[config.mk]
export PLATFORM = sky130hd
export DESIGN_NAME = recovery_request_arbiter
export DESIGN_NICKNAME = d
export VERILOG_FILES = /design/src/rtl/recovery_request_arbiter_pkg.sv /design/src/rtl/recovery_request_arbiter_age_compare.sv /design/src/rtl/recovery_request_arbiter.sv
export SDC_FILE = /design/constraint.sdc
export NUM_CORES = 1
export LEC_CHECK = 0
export ABC_AREA = 1
export CORE_MARGIN = 2
export CORE_UTILIZATION = 35
export CTS_CLUSTER_DIAMETER = 80
export DETAILED_ROUTE_END_ITERATION = 8
export HOLD_SLACK_MARGIN = 0.06
export PLACE_DENSITY = 0.6
export SETUP_SLACK_MARGIN = 0.5
export SYNTH_ARGS = -nofsm -noshare
export SYNTH_HDL_FRONTEND = slang
export SYNTH_SLANG_ARGS = --single-unit
[constraint.sdc]
create_clock -name clk -period 3.8 [get_ports clk]
set_clock_uncertainty 0.15 [all_clocks]
set_input_delay 1.14 -clock clk [delete_from_list [all_inputs] [get_ports clk]]
set_output_delay 1.14 -clock clk [all_outputs]
set_load 0.01 [all_outputs]
[src/rtl/recovery_request_arbiter_pkg.sv]
// Pipeline types shared by the recovery request arbiter and its age comparator.
// Request pointers are carried at a fixed maximum width and masked to AL_IDX_W where compared.
package PipelineTypes;

    localparam int ADDR_WIDTH   = 32;
    localparam int AL_IDX_MAX_W = 16;

    typedef logic [ADDR_WIDTH-1:0]   AddrPath;
    typedef logic [AL_IDX_MAX_W-1:0] ActiveListIndexPath;

    typedef enum logic [1:0] {
        REFETCH_TYPE_THIS_PC,
        REFETCH_TYPE_NEXT_PC,
        REFETCH_TYPE_BRANCH_TARGET,
        REFETCH_TYPE_STORE_NEXT_PC
    } RefetchType;

    typedef enum logic [1:0] {
        IDLE,
        HOLD,
        GRANT,
        WAIT
    } RecoveryArbStatePath;

    typedef struct packed {
        ActiveListIndexPath ptr;
        AddrPath            pc;
        RefetchType         refetchType;
        logic               fromRw;
    } RecoveryRequestPath;

    localparam RecoveryRequestPath RECOVERY_REQ_RESET = '{
        ptr:         '0,
        pc:          '0,
        refetchType: REFETCH_TYPE_THIS_PC,
        fromRw:      1'b0
    };

endpackage

[src/rtl/recovery_request_arbiter_age_compare.sv]
// Combinational ActiveList age comparator: aOlder when ptrA is strictly older than ptrB.
// Age is the distance from the head, modulo 2^W.
module recovery_age_compare
    import PipelineTypes::*;
#(
    parameter int W = 6
) (
    input  ActiveListIndexPath ptrA,
    input  ActiveListIndexPath ptrB,
    input  ActiveListIndexPath head,
    output logic               aOlder
);

    localparam ActiveListIndexPath MASK =
        ActiveListIndexPath'((32'd1 << W) - 32'd1);

    ActiveListIndexPath ageA;
    ActiveListIndexPath ageB;

    assign ageA   = (ptrA - head) & MASK;
    assign ageB   = (ptrB - head) & MASK;
    assign aOlder = ageA < ageB;

endmodule

[src/rtl/recovery_request_arbiter.sv]
// Arbitrates commit-stage and RW-stage recovery requests into one grant per recovery.
// Define RSD_RECOVERY_ARB_DROP_COUNT_EN to build the saturating dropped-request counter.
module recovery_request_arbiter
    import PipelineTypes::*;
#(
    parameter int AL_IDX_W   = 6,
    parameter int DROP_CNT_W = 16
) (
    input  logic                  clk,
    input  logic                  rst,
    input  logic                  cmReqValid,
    input  logic [AL_IDX_W-1:0]   cmReqPtr,
    input  AddrPath               cmReqPC,
    input  RefetchType            cmReqRefetchType,
    input  logic                  rwReqValid,
    input  logic [AL_IDX_W-1:0]   rwReqPtr,
    input  AddrPath               rwReqPC,
    input  RefetchType            rwReqRefetchType,
    input  logic [AL_IDX_W-1:0]   alHeadPtr,
    input  logic                  unableToStartRecovery,
    input  logic                  toCommitPhase,
    output logic                  grantValid,
    output logic                  grantFromRw,
    output logic [AL_IDX_W-1:0]   grantPtr,
    output AddrPath               grantPC,
    output RefetchType            grantRefetchType,
    output logic                  pending,
    output logic [DROP_CNT_W-1:0] dropCount
);

    RecoveryArbStatePath state;
    RecoveryArbStatePath nextState;
    RecoveryRequestPath  cmReq;
    RecoveryRequestPath  rwReq;
    RecoveryRequestPath  newReq;
    RecoveryRequestPath  bufReq;
    RecoveryRequestPath  bufNext;
    ActiveListIndexPath  headExt;
    logic                newValid;
    logic                rwOlder;
    logic                newOlder;

    assign headExt = ActiveListIndexPath'(alHeadPtr);

    assign cmReq = '{
        ptr:         ActiveListIndexPath'(cmReqPtr),
        pc:          cmReqPC,
        refetchType: cmReqRefetchType,
        fromRw:      1'b0
    };

    assign rwReq = '{
        ptr:         ActiveListIndexPath'(rwReqPtr),
        pc:          rwReqPC,
        refetchType: rwReqRefetchType,
        fromRw:      1'b1
    };

    recovery_age_compare #(.W(AL_IDX_W)) rwVsCm (
        .ptrA   (rwReq.ptr),
        .ptrB   (cmReq.ptr),
        .head   (headExt),
        .aOlder (rwOlder)
    );

    // Commit wins ties: RW is chosen only when strictly older.
    assign newValid = cmReqValid | rwReqValid;
    assign newReq   = (rwReqValid && (!cmReqValid || rwOlder)) ? rwReq : cmReq;

    recovery_age_compare #(.W(AL_IDX_W)) newVsBuf (
        .ptrA   (newReq.ptr),
        .ptrB   (bufReq.ptr),
        .head   (headExt),
        .aOlder (newOlder)
    );

    always_comb begin
        nextState = state;
        bufNext   = bufReq;
        unique case (state)
            IDLE: begin
                if (newValid) begin
                    bufNext   = newReq;
                    nextState = unableToStartRecovery ? HOLD : GRANT;
                end
            end
            HOLD: begin
                if (newValid && newOlder) begin
                    bufNext = newReq;
                end
                if (!unableToStartRecovery) begin
                    nextState = GRANT;
                end
            end
            GRANT: begin
                nextState = WAIT;
            end
            WAIT: begin
                if (toCommitPhase) begin
                    nextState = IDLE;
                end
            end
        endcase
    end

    assign grantValid = (state == GRANT);
    assign pending    = (state == HOLD) || (state == GRANT);

    // Grant fields load only on entry to GRANT, so they hold outside it.
    always_ff @(posedge clk or negedge rst) begin
        if (!rst) begin
            state            <= IDLE;
            bufReq           <= RECOVERY_REQ_RESET;
            grantFromRw      <= 1'b0;
            grantPtr         <= '0;
            grantPC          <= '0;
            grantRefetchType <= REFETCH_TYPE_THIS_PC;
        end else begin
            state  <= nextState;
            bufReq <= bufNext;
            if (nextState == GRANT) begin
                grantFromRw      <= bufNext.fromRw;
                grantPtr         <= bufNext.ptr[AL_IDX_W-1:0];
                grantPC          <= bufNext.pc;
                grantRefetchType <= bufNext.refetchType;
            end
        end
    end

`ifdef RSD_RECOVERY_ARB_DROP_COUNT_EN
    logic [1:0]            arrivals;
    logic [1:0]            dropInc;
    logic                  bothValid;
    logic [DROP_CNT_W:0]   dropSum;
    logic [DROP_CNT_W-1:0] dropCountQ;

    assign bothValid = cmReqValid & rwReqValid;
    assign arrivals  = 2'(cmReqValid) + 2'(rwReqValid);

    // Only the request actually stored in IDLE/HOLD escapes being counted.
    always_comb begin
        dropInc = arrivals;
        if (state == IDLE) begin
            dropInc = {1'b0, bothValid};
        end else if (state == HOLD && newOlder) begin
            dropInc = {1'b0, bothValid};
        end
    end

    assign dropSum = {1'b0, dropCountQ} + (DROP_CNT_W + 1)'(dropInc);

    always_ff @(posedge clk or negedge rst) begin
        if (!rst) begin
            dropCountQ <= '0;
        end else if (dropSum[DROP_CNT_W]) begin
            dropCountQ <= '1;
        end else begin
            dropCountQ <= dropSum[DROP_CNT_W-1:0];
        end
    end

    assign dropCount = dropCountQ;
`else
    assign dropCount = '0;
`endif

endmodule

# Word level (Yosys, flattened, before mapping)
# Index checks and enable logic that the tools add are counted.
# word_totals
word_cells	35
ff_bits	84
output_inout_bits	59
input_bits	92
# classes
mux	9
n_lt_le_gt_ge	2
n_reduce_logical	6
n_bitwise	1
n_addsub	4
n_eq_ne	4
# op_table
cell	count
$mux W51	2
$pmux W51 S2	1
$mux W41	1
$sub A6 B6 Y6	4
$lt A6 B6 Y1	2
$mux W2	4
$pmux W2 S4	1
$eq A2 B2 Y1 const B	3
$eq A2 B1 Y1 const B	1
$logic_and A1 B1 Y1	2
$logic_not A2 Y1	1
$logic_or A1 B1 Y1	2
$logic_not A1 Y1	1
$or A1 B1 Y1	1

# Logic depth before layout (Yosys ltp)
# Gate-level depths: netlist of run 1.
# logic_depth
depth_word	10
ltp_mapped	42
mapped_depth_nobuf	39

# Hierarchy
# From an unflattened synthesis of run 1, not the netlist that was laid out.
# unflattened
hier_cells	749
area_unflattened_um2	5439.0
# by_module_without_submodules
mod	area_per_inst_um2	n_inst	cells_each	seq_area_each_um2
recovery_request_arbiter	4267.8	1	553	2102.0
recovery_age_compare	585.6	2	98	0.0

# Least setup slack after synthesis of run 1
# Ideal clock, no wire load.
# synth_timing
path_kind	input to register
from	input port alHeadPtr[1]
to	register grantPtr[2]
path_buffers	3
t_arrival_ns	5.533
stages	39
path_slack_ns	-1.999
setup_ns	0.117
required_time_ns	3.533
cell_sequence	inv_1 > ha_1 > nand3_1 > nand2_1 > a21oi_1 > nor2_1 > nor2_1 > xor2_1 > ha_1 > nand2_1 > inv_1 > a21oi_1 > nand2_1 > nand2_1 > buf_2 > nand3_1 > nand2_1 > ha_1 > (+3 left out) > nand2_1 > a21oi_1 > xor2_1 > xnor2_1 > inv_1 > ha_1 > a21oi_1 > nand2_1 > nor2_1 > nand2b_1 > buf_6 > inv_4 > buf_6 > nand3_1 > nand2_1 > nand3_1 > nand2_1 > nand2_1
# synth_rtl
element	line	rtl
from (decl)	recovery_request_arbiter.sv:19	input logic [AL_IDX_W-1:0] alHeadPtr,
to (signal assigned)	recovery_request_arbiter.sv:123	grantPtr <= bufNext.ptr[AL_IDX_W-1:0];
to (decl)	recovery_request_arbiter.sv:24	output logic [AL_IDX_W-1:0] grantPtr,

==> results of run 1 <==
[per-layer routing]
layer,routed length (µm),up-vias,track usage,share of wire
met5,0,-,0,0
met2,10380,244,0.3883,0.48
met3,1320,55,0.04698,0.061
met4,617,0,0.08623,0.028
li1,-,3300,-,-
met1,9382,3196,0.3072,0.43
[layout by cell type (no fill, tap or decap), drive strengths merged, types with 4 or more instances in the layout]
cell type / instances
nand3: 169
inv: 78
conb: 16
xnor2: 9
xor2: 9
o21ai: 8
buf: 113
fa: 4
a21oi: 97
dfrtp: 84
clkinv: 6
clkbuf: 10
clkdlybuf4s50: 119
ha: 34
dlygate4sd2: 6
clkdlybuf4s15: 5
nand2: 325
nor2: 8
[what timing repair did]
| item | CTS | global route |
|---|---|---|
| setup buffers | 18 | 5 |
| gates resized for setup | 122 | 49 |
| pin swaps | 49 | 25 |
| cloned | 8 | 1 |
| endpoints found under the setup margin | 82 | 82 |
[cell usage after synthesis, drive strengths merged, types with 4 or more instances]
library cell / n
nand3: 169
a21oi: 97
xnor2: 9
inv: 81
dfrtp: 84
ha: 34
nand2: 325
fa: 4
nor2: 8
buf: 47
o21ai: 8
xor2: 9
clkbuf: 19
[flip-flops by register name (all words and copies together), names as in the netlist]
name,cells
grantFromRw,1
grantPC,32
grantPtr,6
bufReq,41
grantRefetchType,2
state,2
[through the flow]
stage / cells / TNS (ns)
2_1_floorplan: 916 / -138.02
4_1_cts: 1329 / -144.69
3_3_place_gp: 1287 / -211.79
6_report: 1335 / -155.51
5_1_grt: 1335 / -184.70
3_5_place_dp: 1287 / -214.16
[cells by family (layout without fill, tap and decap cells)]
group | count (synthesis) | in the layout | synth area share
AND/OR/NAND/NOR | 505 | 505 | 0.3462
buffers and inverters | 148 | 342 | 0.1140
AO/OA/AOI/OAI | 107 | 107 | 0.08850
flip-flops | 84 | 84 | 0.3426
adder cells (fa/ha/maj) | 38 | 38 | 0.08238
XOR/XNOR | 18 | 18 | 0.02569
other | 1 | 16 | 0.0006112
[worst max-delay path, delay by kind of cell]
kind / cells / cell delay [ns]
adders and majority gates: 4 / 0.97
AOI/OAI and AO/OA: 7 / 0.92
xor gates and xnor gates: 3 / 0.49
buffers and inverters: 9 / 0.96
and+or+nand+nor: 17 / 1.34
[area by class of cell]
cell class	instances	area, µm²
fillers	1559	7416
multi-input cells	684	4208
repair buffers	244	2539
flip-flops and latches	84	2102
inverters	82	341.6
well taps	225	281.5
clock buffers	9	225.2
clock inverters	7	123.9
[power breakdown]
group | switching, µW | total (µW) | internal, µW
registers | 267 | 1660 | 1390
clock network | 414 | 1060 | 649
logic | 4020 | 7810 | 3790
[path summary, 6_finish.rpt]
check                               to          from  cells past startpoint
min reg2reg                grantPC[17]   grantPC[17]                      2
min in group asynchronous  grantPC[17]           rst                      1
max                         grantPC[8]  alHeadPtr[2]                     40
max in group asynchronous    bufReq[1]           rst                      2
min                        grantPC[17]   grantPC[17]                      2
max reg2reg                 grantPC[8]    bufReq[37]                     20
==> summary.md, run 1 <==
| Metric | Value |
|---|---|
| Largest net degree at the start of global routing | 50 |
| Initial antenna violation count | 0 |
| Routed len/inst | 16.25 µm |
| RSZ-0062 raised after global routing | true |
| Final wirelength | 21.70 mm |
| First-pass DRT Iterations | 5 |
| Top_reg_cell synth | dfrtp_1 |
| TritonCTS Buffers | 9 |
| Mapped Cells | 901 |
| Die height | 136.4 µm |
| Final Critical Period | 5.785 ns |
| Final Util | 0.5698 |
| Die area | 0.01861 mm² |
| Synthesis Warnings | 0 |
| Worst slack, placed | -2.693 ns |
| Hold crit path type | reg2reg |
| Via count | 6,795 |
| Setup violations, final | 82 |
| CP Launch Type | primary input |
| Violated checks | negative setup slack |
| Maximum root-to-sink buffer count | 2 |
| Max incr delay on CP | 0.28 ns |
| Core box area | 0.01724 mm² |
| Slew Viols, Final | 0 |
| Dpl cell area | 0.008358 mm² |
| Total leakage power | 0.004863 µW |
| Post-route DRC | 0 |
| Clk slew on worst S/H paths | 0.07 ns |
| Synth top area share | 0.3426 |
| Root Buffer Master | clkbuf_16 |
| Final instance area | 0.009821 mm² |
| Synth async-reset ratio | 1.000 |
| Placer congestion estimate | 0.8394 |
| Hold-fix buffers, CTS | 0 |
| Post-synth EDFFs | 0 |
| Critical Path RT | 3.90 ns |
| Crit path top cell by count | nand2_1 |
| Final #Nets | 1,235 |
| Detail Route Antenna Nets | 0 |
| CP Data Arrival Time | 5.88 ns |
| Worst slew pin tran | 1.089 ns |
| Yosys reg bits | 84 |
| Synth area leaders | dfrtp_1 34%, nand2_1 20%, nand3_1 14%, a21oi_1 7.9%, ha_1 6.9% |
| Final worst path period share | 1.522 |
| Hold_ws | 0.3278 ns |
| Die X-Extent | 136.4 µm |
| Pwr dens | 1072 mW/mm² |
| Post-route worst setup slack | -1.985 ns |
| Tot Pwr | 10,530 µW |
| CTS H-Tree Depth | 3 |
| Worst-Skew Late Latency | 0.36 ns |
| Register area share after synthesis | 0.3426 |
| Max-slew headroom | 0.2725 |
| GRT Util Overall | 0.2361 |
| Cell taking the most area after synthesis | dfrtp_1 |
| First-pass GRT wire length | 34.41 mm |
| Endpoints failing hold | 0 |
| Max-cap violations | 0 |
| Antenna cells | 0 |
| DP HPWL | 13.70 mm |
| P&R area growth vs syn | 60.05% |
| Grt ovf | 0 |
| Iter 0 DRT Violations | 435 |
| Cell Rows | 48 |
| Worst Setup Path Type | in2reg |
| Run status | finished, violations left |
| CP max stage cell | ha_4 |
| Worst-path maximum fanout | 5 |
| Vias per std cell | 5.090 |
| PortBufs | 134 |
| FMAX | 172.8 MHz |
| VDD IR max | 0.8725 mV |
| Top-level I/O count | 151 |
| Initial Util | 0.3560 |
| Syn avg cell area | 6.810 µm² |
| Mapped Area | 0.006136 mm² |
| Netlist cell types | 28 |
| Share of post-route cells with drive strength above 1 | 0.2658 |
| Reg2reg setup slack | 0.51 ns |
| TritonCTS clock tree | done |
| Crit path capture type | flop |
| Vias in the first global route | 6,839 |
| CTS sink cnt | 84 |
Power figures use the tool's default switching activity.
==> run 2, diff against run 1 <==
--- a/config.mk
+++ b/config.mk
@@ -6,12 +6,14 @@
 export NUM_CORES = 1
 export LEC_CHECK = 0
 export ABC_AREA = 1
+export CELL_PAD_IN_SITES_DETAIL_PLACEMENT = 0
+export CELL_PAD_IN_SITES_GLOBAL_PLACEMENT = 1
 export CORE_MARGIN = 2
 export CORE_UTILIZATION = 35
 export CTS_CLUSTER_DIAMETER = 80
 export DETAILED_ROUTE_END_ITERATION = 8
 export HOLD_SLACK_MARGIN = 0.06
-export PLACE_DENSITY = 0.6
+export PLACE_DENSITY = 0.81
 export SETUP_SLACK_MARGIN = 0.5
 export SYNTH_ARGS = -nofsm -noshare
 export SYNTH_HDL_FRONTEND = slang
==> summary.md, run 2 (synthesis results as in run 1) <==
| Metric | Value |
|---|---|
| Root Buffer Master | clkbuf_16 |
| Iter 0 DRT Violations | 305 (-30%) |
| Dpl cell area | 0.008346 mm² (-0.15%) |
| Int Pwr | 5048 µW (-13%) |
| Biggest regs | bufReq (41), grantPC (32), grantPtr (6) |
| Share of post-route cells with drive strength above 1 | 0.2627 (-0.003085) |
| Max-slew headroom | 0.5710 (+0.2984) |
| Worst slack, placed | -2.775 ns (-0.08243 ns) |
| CP Launch Type | primary input |
| RSZ-0062 raised after global routing | true |
| Final instance area | 0.009569 mm² (-2.6%) |
| Detail Route Antenna Nets | 0 (unchanged) |
| Met3 GRT Util | 0.03579 (-0.01119) |
| Final worst path period share | 1.497 (-0.02511) |
| Hold crit path type | reg2reg |
| Maximum root-to-sink buffer count | 2 (unchanged) |
| Net Sw Power | 4432 µW (-5.6%) |
| Share of power burned in registers | 0.174 (+0.017) |
| CTS H-Tree Depth | 3 (unchanged) |
| Critical Path RT | 3.89 ns (about the same) |
| Worst Setup Path Type | in2reg |
| Register Area | 0.002102 mm² (unchanged) |
| Via count | 6,650 (-2.1%) |
| Worst-path maximum fanout | 5 (unchanged) |
| Hold_ws | 0.3236 ns (-0.004256 ns) |
| Comb power frac | 0.730 (-0.012) |
| First-pass GRT wire length | 33.24 mm (-3.4%) |
| TritonCTS Buffers | 9 (unchanged) |
| Initial antenna violation count | 1 (+1) |
| PortBufs | 134 (unchanged) |
| Commonest cells after routing, fill and taps aside | 295 x nand2_1, 118 x clkdlybuf4s50_1, 101 x nand3_1, 84 x dfrtp_1, 80 x buf_4 |
| Max reg flops | 41 (unchanged) |
| Initial Util | 0.3560 (unchanged) |
| TritonCTS clock tree | done |
| Slew Viols, Final | 0 (unchanged) |
| Placer congestion estimate | 0.8848 (+5.4%) |
| Endpoints failing hold | 0 (unchanged) |
| GRT Util Overall | 0.2280 (-0.008102) |
| Violated checks | negative setup slack |
| Final wirelength | 21.06 mm (-3.0%) |
| Largest Register | bufReq |
| Post-route DRC | 0 (unchanged) |
| Pwr dens | 990.7 mW/mm² (-7.6%) |
| Final Util | 0.5552 (-0.01459) |
| Largest net degree at the start of global routing | 44 (-12%) |
| Top-level I/O count | 151 (unchanged) |
| Worst slew pin tran | 0.6420 ns (-0.4466 ns) |
| Met1 Use GR | 0.3023 (-0.004959) |
| Core box area | 0.01724 mm² (unchanged) |
| CP Data Arrival Time | 5.78 ns (-0.10 ns) |
| VDD IR max | 0.7001 mV (-20%) |
| Die area | 0.01861 mm² (unchanged) |
| Die height | 136.4 µm (unchanged) |
| FMAX | 175.7 MHz (+1.7%) |
| Switch share | 0.4675 (+0.02132) |
| Worst-Skew Late Latency | 0.35 ns (about the same) |
| Clock power share | 0.096 (-0.005) |
| Most Crowded Layer GR | met2 |
| Most common cell after layout, fill and taps aside | nand2_1 |
| Tot Pwr | 9480 µW (-9.9%) |
| Vias in the first global route | 6,653 (-2.7%) |
| Grt ovf | 0 (unchanged) |
| Crit path capture type | flop |
| Routed len/inst | 15.83 µm (-2.6%) |
| Post-route worst setup slack | -1.890 ns (+0.09540 ns) |
| First-pass DRT Iterations | 4 (-1) |
| CTS sink cnt | 84 (unchanged) |
| Setup violations, final | 82 (unchanged) |
| Filler instances | 1,658 (+6.4%) |
| Total leakage power | 0.004743 µW (-2.5%) |
| Clk slew on worst S/H paths | 0.06 ns (about the same) |
| Max-cap violations | 0 (unchanged) |
| Area of the multi-input gates | 0.004190 mm² (-0.42%) |
| Run status | finished, violations left |
| Max incr delay on CP | 0.32 ns (+0.04 ns) |
| Final #Nets | 1,229 (-0.49%) |
| Cell Rows | 48 (unchanged) |
| P&R area growth vs syn | 55.95% |
| Vias per std cell | 5.000 (-1.8%) |
| Final Critical Period | 5.690 ns (-0.09540 ns) |
| Die X-Extent | 136.4 µm (unchanged) |
| DP HPWL | 13.76 mm (+0.41%) |
| CP max stage cell | ha_1 |
| Met2 usage | 0.3777 (-0.01061) |
[run 2: cell type report]
class	instances	area share
Clock inverter	5	0.006276
Antenna cell	1	0.0002615
Inverter	82	0.03426
Sequential cell	84	0.2197
Timing Repair Buffer	238	0.2479
Multi-Input combinational cell	684	0.4379
Clock buffer	11	0.02432
Tap cell	225	0.02942
[run 2: final timing paths]
| check | from | end | slack, ns | cells after the start |
|---|---|---|---|---|
| worst max register to register | bufReq[35] | grantPC[0] | 0.56 | 21 |
| worst max-delay path | alHeadPtr[2] | grantPC[0] | -1.89 | 40 |
| worst min-delay path | grantPC[1] | grantPC[1] | 0.32 | 2 |
| max in group asynchronous | rst | grantPC[11] | 2.22 | 2 |
| min in group asynchronous | rst | grantPC[30] | 0.63 | 1 |
| worst min register to register | grantPC[1] | grantPC[1] | 0.32 | 2 |
[run 2: layer usage]
metal	vias to the layer above	wire length (µm)
met5	-	0
met4	0	603
met3	37	926
met2	169	9879
met1	3161	9648
li1	3283	-
[run 2: per-stage QoR]
stage | TNS [ns] | cells
2_1_floorplan | -138.02 | 916
4_1_cts | -152.14 | 1319
5_1_grt | -174.31 | 1330
3_5_place_dp | -219.53 | 1282
6_report | -145.71 | 1330
3_3_place_gp | -213.73 | 1282
[run 2: power groups by stage]
stage | combinational, µW | sequential [µW] | clock [µW]
floorplan | 3400 | 1710 | 0
global placement | 5170 | 1660 | 0
detailed placement | 5210 | 1650 | 0
CTS | 6330 | 1650 | 933
global route | 7550 | 1700 | 967
finish | 6920 | 1650 | 911
[run 2: critical path: cells and delay by family]
kind	cells	cell delay (ns)
AOI/OAI and AO/OA	5	0.72
buffers and inverters	10	1.12
adders and majority gates	4	0.99
xor gates and xnor gates	2	0.32
and+or+nand+nor	19	1.47
[run 2: timing repair]
action                                  in CTS  in global routing
gates cloned                                 3                  1
endpoints found under the setup margin      82                 82
buffers inserted                            18                  9
hold buffers                                 0                  0
pin swaps                                   61                 49
resized for setup                          110                 64
